==> src/rtl/fp_addsub_seq.sv <==
// Multi-cycle single-precision add/subtract: one operation in flight, fixed
// five-cycle handshake-to-response latency, valid/ready on both sides.
// state | meaning
// IDLE  | ready for a request; operands latched on accept
// ALIGN | unpack, swap to larger-first, right-align smaller, detect specials
// ADD   | 28-bit magnitude add or subtract
// NORM  | carry shift-right or bounded leading-zero shift-left
// ROUND | RNE on G/R/S, overflow/special override, result registered
// DONE  | response valid until consumed
module fp_addsub_seq #(
  parameter int EXP_BITS = 8,
  parameter int SIG_BITS = 23
) (
  input  logic                       clk,
  input  logic                       rst_n,
  input  logic                       req_valid,
  output logic                       req_ready,
  input  logic                       opcode,
  input  logic                       sign1,
  input  logic                       sign2,
  input  logic [EXP_BITS-1:0]        exp1,
  input  logic [EXP_BITS-1:0]        exp2,
  input  logic [SIG_BITS-1:0]        sig1,
  input  logic [SIG_BITS-1:0]        sig2,
  output logic                       resp_valid,
  input  logic                       resp_ready,
  output logic [EXP_BITS+SIG_BITS:0] fp_out,
  output logic [2:0]                 err_o
);
  localparam int MW  = SIG_BITS + 4;
  localparam int SW  = MW + 1;
  localparam int EW  = EXP_BITS + 1;
  localparam int FW  = EXP_BITS + SIG_BITS + 1;
  localparam int LZW = $clog2(MW + 1);
  localparam logic [EXP_BITS-1:0] EMAX = '1;
  localparam logic [EXP_BITS-1:0] MW_E = EXP_BITS'(MW);
  localparam logic [FW-1:0] QNAN = {1'b0, EMAX, 1'b1, {(SIG_BITS-1){1'b0}}};
  localparam logic [2:0] ERR_NONE = 3'b000;
  localparam logic [2:0] ERR_OVF  = 3'b001;
  localparam logic [2:0] ERR_UNF  = 3'b010;
  localparam logic [2:0] ERR_INV  = 3'b011;

  typedef enum logic [2:0] {S_IDLE, S_ALIGN, S_ADD, S_NORM, S_ROUND, S_DONE} state_t;

  state_t               state_q, state_d;
  logic                 opc_q, opc_d, s1_q, s1_d, s2_q, s2_d;
  logic [EXP_BITS-1:0]  e1_q, e1_d, e2_q, e2_d;
  logic [SIG_BITS-1:0]  f1_q, f1_d, f2_q, f2_d;
  logic                 sgn_q, sgn_d, sub_q, sub_d, spec_q, spec_d;
  logic [EW-1:0]        exp_q, exp_d;
  logic [MW-1:0]        mb_q, mb_d, ms_q, ms_d, mn_q, mn_d;
  logic [SW-1:0]        sum_q, sum_d;
  logic [FW-1:0]        spec_res_q, spec_res_d, fp_q, fp_d;
  logic [2:0]           spec_err_q, spec_err_d, err_q, err_d;

  logic                 eff_s2, swap, big_s, al_lost, nan1, nan2, inf1, inf2;
  logic                 spec_hit;
  logic [FW-1:0]        spec_res;
  logic [2:0]           spec_err;
  logic [EXP_BITS-1:0]  ea, eb, big_e, sml_e, diff;
  logic [SIG_BITS:0]    big_m, sml_m;
  logic [MW-1:0]        sml_fld, al_fld;
  logic [SW-1:0]        sum_c;
  logic [LZW-1:0]       lz;
  logic [EW-1:0]        lim, sh, nm_e, rd_e;
  logic [MW-1:0]        nm_m;
  logic [SIG_BITS:0]    rd_mant;
  logic [SIG_BITS+1:0]  rd_sum;
  logic [SIG_BITS-1:0]  rd_frac;
  logic                 rd_inc, rd_zero, rd_sign;
  logic [FW-1:0]        rd_res;
  logic [2:0]           rd_err;

  always_comb begin
    eff_s2  = s2_q ^ opc_q;
    ea      = (e1_q == '0) ? EXP_BITS'(1) : e1_q;
    eb      = (e2_q == '0) ? EXP_BITS'(1) : e2_q;
    swap    = {e2_q, f2_q} > {e1_q, f1_q};
    big_e   = swap ? eb : ea;
    sml_e   = swap ? ea : eb;
    big_m   = swap ? {e2_q != '0, f2_q} : {e1_q != '0, f1_q};
    sml_m   = swap ? {e1_q != '0, f1_q} : {e2_q != '0, f2_q};
    big_s   = swap ? eff_s2 : s1_q;
    diff    = big_e - sml_e;
    sml_fld = {sml_m, 3'b000};
    if (diff >= MW_E) begin
      al_fld  = '0;
      al_lost = |sml_m;
    end else begin
      al_fld  = sml_fld >> diff;
      al_lost = |(sml_fld & ~({MW{1'b1}} << diff));
    end
    nan1     = (e1_q == EMAX) && (f1_q != '0);
    nan2     = (e2_q == EMAX) && (f2_q != '0);
    inf1     = (e1_q == EMAX) && (f1_q == '0);
    inf2     = (e2_q == EMAX) && (f2_q == '0);
    spec_hit = 1'b1;
    spec_res = QNAN;
    spec_err = ERR_INV;
    if (nan1 || nan2 || (inf1 && inf2 && (s1_q != eff_s2))) begin
      spec_res = QNAN;
      spec_err = ERR_INV;
    end else if (inf1) begin
      spec_res = {s1_q, EMAX, {SIG_BITS{1'b0}}};
      spec_err = ERR_NONE;
    end else if (inf2) begin
      spec_res = {eff_s2, EMAX, {SIG_BITS{1'b0}}};
      spec_err = ERR_NONE;
    end else begin
      spec_hit = 1'b0;
    end
  end

  assign sum_c = sub_q ? ({1'b0, mb_q} - {1'b0, ms_q}) : ({1'b0, mb_q} + {1'b0, ms_q});

  // Left shift stops at exponent 1 so tiny results come out denormal.
  always_comb begin
    lz = LZW'(MW);
    for (int i = 0; i < MW; i++) begin
      if (sum_q[i]) lz = LZW'(MW - 1 - i);
    end
    lim = exp_q - EW'(1);
    sh  = (EW'(lz) > lim) ? lim : EW'(lz);
    if (sum_q[SW-1]) begin
      nm_m = {sum_q[SW-1:2], sum_q[1] | sum_q[0]};
      nm_e = exp_q + EW'(1);
    end else begin
      nm_m = sum_q[MW-1:0] << sh;
      nm_e = exp_q - sh;
    end
  end

  always_comb begin
    rd_mant = mn_q[MW-1:3];
    rd_inc  = mn_q[2] & (mn_q[1] | mn_q[0] | mn_q[3]);
    rd_sum  = {1'b0, rd_mant} + {{(SIG_BITS+1){1'b0}}, rd_inc};
    if (rd_sum[SIG_BITS+1]) begin
      rd_frac = rd_sum[SIG_BITS:1];
      rd_e    = exp_q + EW'(1);
    end else begin
      rd_frac = rd_sum[SIG_BITS-1:0];
      rd_e    = rd_sum[SIG_BITS] ? exp_q : '0;
    end
    rd_zero = (rd_e == '0) && (rd_frac == '0);
    rd_sign = sgn_q & ~(rd_zero & sub_q);
    if (spec_q) begin
      rd_res = spec_res_q;
      rd_err = spec_err_q;
    end else if (rd_e >= {1'b0, EMAX}) begin
      rd_res = {rd_sign, EMAX, {SIG_BITS{1'b0}}};
      rd_err = ERR_OVF;
    end else begin
      rd_res = {rd_sign, rd_e[EXP_BITS-1:0], rd_frac};
      rd_err = ((rd_e == '0) && ((rd_frac != '0) || (mn_q[2:0] != '0))) ? ERR_UNF : ERR_NONE;
    end
  end

  always_comb begin
    state_d    = state_q;
    opc_d      = opc_q;
    s1_d       = s1_q;
    s2_d       = s2_q;
    e1_d       = e1_q;
    e2_d       = e2_q;
    f1_d       = f1_q;
    f2_d       = f2_q;
    sgn_d      = sgn_q;
    sub_d      = sub_q;
    spec_d     = spec_q;
    spec_res_d = spec_res_q;
    spec_err_d = spec_err_q;
    exp_d      = exp_q;
    mb_d       = mb_q;
    ms_d       = ms_q;
    sum_d      = sum_q;
    mn_d       = mn_q;
    fp_d       = fp_q;
    err_d      = err_q;
    req_ready  = 1'b0;
    resp_valid = 1'b0;
    case (state_q)
      S_IDLE: begin
        req_ready = 1'b1;
        if (req_valid) begin
          opc_d   = opcode;
          s1_d    = sign1;
          s2_d    = sign2;
          e1_d    = exp1;
          e2_d    = exp2;
          f1_d    = sig1;
          f2_d    = sig2;
          state_d = S_ALIGN;
        end
      end
      S_ALIGN: begin
        sgn_d      = big_s;
        sub_d      = s1_q ^ eff_s2;
        exp_d      = {1'b0, big_e};
        mb_d       = {big_m, 3'b000};
        ms_d       = al_fld | {{(MW-1){1'b0}}, al_lost};
        spec_d     = spec_hit;
        spec_res_d = spec_res;
        spec_err_d = spec_err;
        state_d    = S_ADD;
      end
      S_ADD: begin
        sum_d   = sum_c;
        state_d = S_NORM;
      end
      S_NORM: begin
        mn_d    = nm_m;
        exp_d   = nm_e;
        state_d = S_ROUND;
      end
      S_ROUND: begin
        fp_d    = rd_res;
        err_d   = rd_err;
        state_d = S_DONE;
      end
      S_DONE: begin
        resp_valid = 1'b1;
        if (resp_ready) state_d = S_IDLE;
      end
      default: state_d = S_IDLE;
    endcase
  end

  always_ff @(posedge clk or negedge rst_n) begin
    if (!rst_n) begin
      state_q    <= S_IDLE;
      opc_q      <= 1'b0;
      s1_q       <= 1'b0;
      s2_q       <= 1'b0;
      e1_q       <= '0;
      e2_q       <= '0;
      f1_q       <= '0;
      f2_q       <= '0;
      sgn_q      <= 1'b0;
      sub_q      <= 1'b0;
      spec_q     <= 1'b0;
      spec_res_q <= '0;
      spec_err_q <= ERR_NONE;
      exp_q      <= '0;
      mb_q       <= '0;
      ms_q       <= '0;
      sum_q      <= '0;
      mn_q       <= '0;
      fp_q       <= '0;
      err_q      <= ERR_NONE;
    end else begin
      state_q    <= state_d;
      opc_q      <= opc_d;
      s1_q       <= s1_d;
      s2_q       <= s2_d;
      e1_q       <= e1_d;
      e2_q       <= e2_d;
      f1_q       <= f1_d;
      f2_q       <= f2_d;
      sgn_q      <= sgn_d;
      sub_q      <= sub_d;
      spec_q     <= spec_d;
      spec_res_q <= spec_res_d;
      spec_err_q <= spec_err_d;
      exp_q      <= exp_d;
      mb_q       <= mb_d;
      ms_q       <= ms_d;
      sum_q      <= sum_d;
      mn_q       <= mn_d;
      fp_q       <= fp_d;
      err_q      <= err_d;
    end
  end

  assign fp_out = fp_q;
  assign err_o  = err_q;
endmodule
==> config.mk <==
export PLATFORM = sky130hd
export DESIGN_NAME = fp_addsub_seq
export DESIGN_NICKNAME = d
export VERILOG_FILES = /design/src/rtl/fp_addsub_seq.sv
export SDC_FILE = /design/constraint.sdc
export NUM_CORES = 1
export LEC_CHECK = 0
export BUFFER_PORTS_ARGS = -buffer_cell sky130_fd_sc_hd__clkbuf_2
export CORE_UTILIZATION = 47
export DETAILED_ROUTE_END_ITERATION = 8
export SYNTH_ARGS = -nofsm -noshare
export SYNTH_HDL_FRONTEND = slang
export SYNTH_SLANG_ARGS = --single-unit
==> constraint.sdc <==
create_clock -name clk -period 7.75 [get_ports clk]
set_input_delay 1.1625 -clock clk [delete_from_list [all_inputs] [get_ports clk]]
set_output_delay 1.1625 -clock clk [all_outputs]
set_load 0.05 [all_outputs]
* Yosys cells after proc, flatten, opt, wreduce, memory -nomap -nowiden *
Index checks and enable logic that the tools add are counted.
Widths: inputs -> output; s select.

storage, ports and cells
  register bits after elaboration = 256
  input port bits = 69
  output and inout bits = 37
  logic and storage cells = 148

cells by class
  add/sub/neg operators = 7
  $lt $le $gt $ge = 4
  equality and inequality tests = 10
  shift-type cells = 3
  multiplexer cells = 63
  bitwise gates (word level) = 12
  reduce and logical (&&, ||, !) cells = 29

operator list
  operator               number
  $mux 5                 26
  $mux 32                4
  $logic_not 23->1       3
  $reduce_bool 23->1     3
  $mux 27                2
  $mux 24                2
  $mux 9                 4
  $mux 8                 4
  $gt 31x31->1           1
  $mux 31                1
  $add 27x27->28         1
  $mux 28                1
  $sub 27x27->28         1
  $and 27x27->27         1
  $not 27->27            1
  $or 27x1->27           1
  $reduce_or 27->1       1
  $shl 27x8->27 const A  1
  $shl 27x9->27          1
  $shr 27x8->27          1
  $add 24x1->25          1
  $reduce_or 24->1       1
  $mux 23                1
  $pmux 3 s6             1
  30 further kinds       64

* Depth between registers and ports, before layout *
  depth in word-level cells = 32
  mapped depth = 30
  gate-level depth less buffers = 25

* Least setup slack after synthesis *
No wires, ideal clock.

  kind = register to register
  from = reg f1_q[7]
  to = reg ms_q[0]
  library setup time = 128 ps
  data arrival time = 6104 ps
  data required time = 7622 ps
  slack = 1518 ps
  cell stages (with the launch flop) = 28
  buffers on the path = 6
  clock period less this slack = 6232 ps
  cells stage by stage = dfrtp_1 -> inv_1 -> ha_1 -> and4_1 -> a221o_1 -> o21ai_2 -> a21oi_4 -> o21ai_1 -> buf_4 -> buf_6 -> buf_2 -> buf_2 -> buf_2 -> mux2i_1 -> ha_1 -> inv_1 -> fa_1 -> a21o_1 -> a221o_1 -> o41ai_2 -> or2_2 -> clkbuf_1 -> o21ai_0 -> a221o_1 -> a32oi_1 -> o2bb2ai_1 -> nor4_1 -> a21oi_1

on the way
  longest elaborated chain between the ends = 9
  elaborated cells between the ends (all ways) = 15
  those cells by class = 1 x add/sub; 2 x order compare; 2 x shift; 5 x mux; 3 x bitwise; 2 x reduce/logical

ends and longest elaborated chain
  what                       line    RTL
  start, declared            48      logic [SIG_BITS-1:0] f1_q, f1_d, f2_q, f2_d;
  start signal, assigned     236     f1_q <= '0;
  start signal, assigned     257     f1_q <= f1_d;
  $gt 31x31->1               78      swap = {e2_q, f2_q} > {e1_q, f1_q};
  $mux 8 (on tied branches)  79, 80
  $sub 8x8->8                84      diff = big_e - sml_e;
  $shl 27x8->27              91      al_lost = |(sml_fld & ~({MW{1'b1}} << diff));
  $not 27->27                91
  $and 27x27->27             91
  $reduce_or 27->1           91
  $mux 1                     86      if (diff >= MW_E) begin
  $or 27x1->27 *             200     ms_d = al_fld | {{(MW-1){1'b0}}, al_lost};
  end signal, assigned       266     ms_q <= ms_d;
  end, declared              51      logic [MW-1:0] mb_q, mb_d, ms_q, ms_d, mn_q, mn_d;

Every way passes the cells marked *; elsewhere a longest branch is shown, timed or not.
A chain may end at the register's enable or synchronous reset.

* Worst setup path after layout *
  from = reg f1_q[17]
  to = reg ms_q[0]

Same word-level chain as after synthesis.

==> results.py <==
metrics = {
    "sta": {
        "fin_tns_setup_ps": 0,
        "finalCriticalPeriod_ps": 6682,
        "hold_violations": 0,
        "fin_hold_ws_ps": 463.9,
        "clock-skew-final_ps": 30.68,
        "slew_headroom_pct": 19.00,
        "setup_viol_count_final": 0,
        "final_max_slew_viol_count": 0,
        "worst_pin_slew_ps": 1199,
        "fmax_mhz": 149.7,
        "grt_setup_unrepaired": "false",
        "part_of_the_cycle_the_worst_path_needs_pct": 86.22,
    },
    "grt": {
        "grt_antenna_before_repair": 2,
        "grtUsageTotal_pct": 30.35,
        "grt_pass1_vias": 16280,
        "largest_net_degree_at_the_start_of_global_routing": 97,
        "grt_pass1_wl_um": 94430,
        "globalRoute.totalOverflow": 0,
    },
    "layout": {
        "layout.core_utilization_pct": 52.45,
        "finish.instance_area_um2": 20220,
        "area_delta_synth_final_pct": 10.24,
        "num_antenna_cells": 0,
        "post_route_cells_drive_above_1_share_pct": 13.36,
        "final_net_count": 2396,
    },
    "status": {
        "status": "finished, final reports clean",
    },
    "place": {
        "gp_routability_congestion": 0.9576,
        "buffer_ports.inserted": 104,
        "hpwl_um": 45420,
        "placed_area_um2": 19270,
    },
    "clocking": {
        "post_cts_buffers": 0,
        "cts_inserted_buffers": 28,
        "clock_insertion_delay_worst_skew_ps": 590,
        "clock_path_buffers": 3,
        "tritoncts": "done",
        "worst_setup_hold_path_clk_slew_ps": 60,
        "cts.sink_count": 223,
        "h-tree-depth": 1,
        "cts_hold_buffers": 0,
        "clk_root_buffer_cell": "sky130_fd_sc_hd__clkbuf_16",
        "cts.repair.resized": 0,
    },
    "route": {
        "post_drt_wl_per_cell_um": 21.57,
        "via_count": 17250,
        "first_pass_iters": 6,
        "ant_nets": 0,
        "wirelength_um": 59610,
        "detail_route.iter0.violations": 1568,
        "vias_per_cell": 6.243,
        "drc_errors": 0,
    },
    "floorplanning": {
        "core_region_area_um2": 38560,
        "design.die.area_um2": 39830,
        "die_y_um": 199.6,
        "floorplan.initialDensity_pct": 47.58,
        "ioPinCount": 106,
        "floorplan.rows": 72,
        "die-width_um": 199.6,
    },
    "critical_path": {
        "crit_path_end_kind": "flip-flop",
        "worstPathMaxFanout": 16,
        "cp.arrival_ps": 7140,
        "r2r_slack_ps": 1070,
        "crit_type": "flip-flop to flip-flop",
        "worst_r2r_startpoint": "f1_q[17]",
        "worst_ep_required_time_ps": 8210,
        "worst_setup_path_start_kind": "flip-flop",
        "crit_start": "f1_q[17]",
    },
    "yosys": {
        "synth_flop_cell": "sky130_fd_sc_hd__dfrtp_1",
        "synth_cells": 2191,
        "post_synth.cell_area_avg_um2": 8.373,
        "synth_nets": 2363,
        "postSynthRegisterBits": 223,
        "asyncSetResetFlopFracSynth_pct": 100.0,
        "post_synth_num_cell_types": 91,
        "synth_enable_flop_cells": 0,
        "ys_seq_area_share_pct": 30.42,
        "syn-cell-area_um2": 18350,
        "yosys_warnings": 0,
    },
    "hold_path": {
        "worstHoldPathType": "flip-flop to flip-flop",
        "hold_path_startpoint": "fp_out[8]",
    },
    "flow_run": {
        "max_cap_viol_count": 0,
    },
}
## placed cells by master (no fill, tap or decap), drive strengths merged, types with 18 or more instances in the layout
cell    instances
nand2         283
dfrtp         223
o21ai         205
nor2          151
clkbuf        143
a21oi         135
mux2i         125
inv           109
ha            100
nand3          62
nor3           56
mux2           54
buf            41
o211ai         39
xnor2          37
nor4           31
mux4           25
a211oi         24
xor2           22
nand4          21
o31ai          20
and3           19
a31oi          19
a21o           18
o21a           18
## metal layers
layer / vias up / wire length [µm] / GRT usage (%)
li1: 8142 / - / -
met4: 2 / 1839 / 9.386
met1: 8360 / 27520 / 43.83
met2: 625 / 26490 / 46.62
met5: - / 13 / 0
met3: 121 / 3749 / 4.338
## synth_stat cells, types with 20 or more instances
cell type                  number  area share, %
sky130_fd_sc_hd__o21ai_0      195            5.3
sky130_fd_sc_hd__mux2i_1      124            6.8
sky130_fd_sc_hd__dfrtp_1      223             30
sky130_fd_sc_hd__a211oi_1      24           0.98
sky130_fd_sc_hd__xnor2_1       37            1.8
sky130_fd_sc_hd__xor2_1        22            1.1
sky130_fd_sc_hd__nor3_1        55            1.5
sky130_fd_sc_hd__nand4_1       20           0.68
sky130_fd_sc_hd__nor4_1        29           0.99
sky130_fd_sc_hd__ha_1         100            6.8
sky130_fd_sc_hd__inv_1        107            2.2
sky130_fd_sc_hd__o31ai_1       20           0.82
sky130_fd_sc_hd__a21oi_1      134            3.7
sky130_fd_sc_hd__mux4_2        25            3.1
sky130_fd_sc_hd__mux2_2        54            3.3
sky130_fd_sc_hd__nand2_1      282            5.8
sky130_fd_sc_hd__clkbuf_1     104            2.1
sky130_fd_sc_hd__o211ai_1      39            1.6
sky130_fd_sc_hd__nand3_1       62            1.7
sky130_fd_sc_hd__nor2_1       151            3.1
## flip-flops by register name (all words and copies together), names as in the netlist, 2 cells and up
register / flops
state_q: 3
err_o: 2
e2_q: 8
exp_q: 9
ms_q: 27
f2_q: 23
spec_res_q: 2
fp_out: 32
sum_q: 28
f1_q: 23
mn_q: 27
mb_q: 24
e1_q: 8
## path summary, 6_finish.rpt
kind / to / cells after the start
max: ms_q[0] / 21
min: fp_out[8] / 2
max reg2reg: ms_q[0] / 21
min reg2reg: fp_out[8] / 2
max in group asynchronous: state_q[0] / 2
min in group asynchronous: sum_q[11] / 1
## area by class of cell
class | instances | area [µm²]
clock buffers | 40 | 785.8
clock inverters | 11 | 168.9
fillers | 3765 | 18330
inverters | 110 | 412.9
multi-input cells | 1717 | 11800
flip-flops and latches | 223 | 5580
well taps | 518 | 648.1
repair buffers | 144 | 830.8
## cells by family after synthesis
group	after synthesis	synth area share (%)
and+or+nand+nor	708	17.97
AOI/OAI and AO/OA	642	22.84
buffers and inverters	251	5.559
DFF	223	30.42
muxes	204	13.22
adders and majority gates	103	7.148
xor gates and xnor gates	59	2.817
other	1	0.02044
## metrics by stage
step | setup WS [ps] | std cells
2_1_floorplan | 1518 | 2191
3_3_place_gp | 1330 | 2712
3_5_place_dp | 1259 | 2712
4_1_cts | 1178 | 2763
5_1_grt | 524.2 | 2763
6_report | 1068 | 2763
## critical path, cell delays in order, from the launching register on
cell,delay [ps]
sky130_fd_sc_hd__dfrtp_1,460
sky130_fd_sc_hd__inv_1,100
sky130_fd_sc_hd__ha_1,330
sky130_fd_sc_hd__nand4_1,180
sky130_fd_sc_hd__nor4_4,410
sky130_fd_sc_hd__and2_1,610
sky130_fd_sc_hd__nand2_2,300
sky130_fd_sc_hd__o21ai_4,260
sky130_fd_sc_hd__mux2i_1,230
sky130_fd_sc_hd__ha_1,170
sky130_fd_sc_hd__inv_1,50
sky130_fd_sc_hd__fa_1,470
sky130_fd_sc_hd__a21o_1,220
sky130_fd_sc_hd__a221o_1,340
sky130_fd_sc_hd__o41ai_2,540
sky130_fd_sc_hd__nor2_1,310
sky130_fd_sc_hd__nor2_1,470
sky130_fd_sc_hd__nand2_1,80
sky130_fd_sc_hd__a2111oi_0,440
sky130_fd_sc_hd__nand4_1,170
sky130_fd_sc_hd__nor4_1,290
sky130_fd_sc_hd__a21oi_1,110
Power is left out: the tool's default activity adds up to more than one toggle a clock period on the data nets, which glitch-free logic cannot reach.
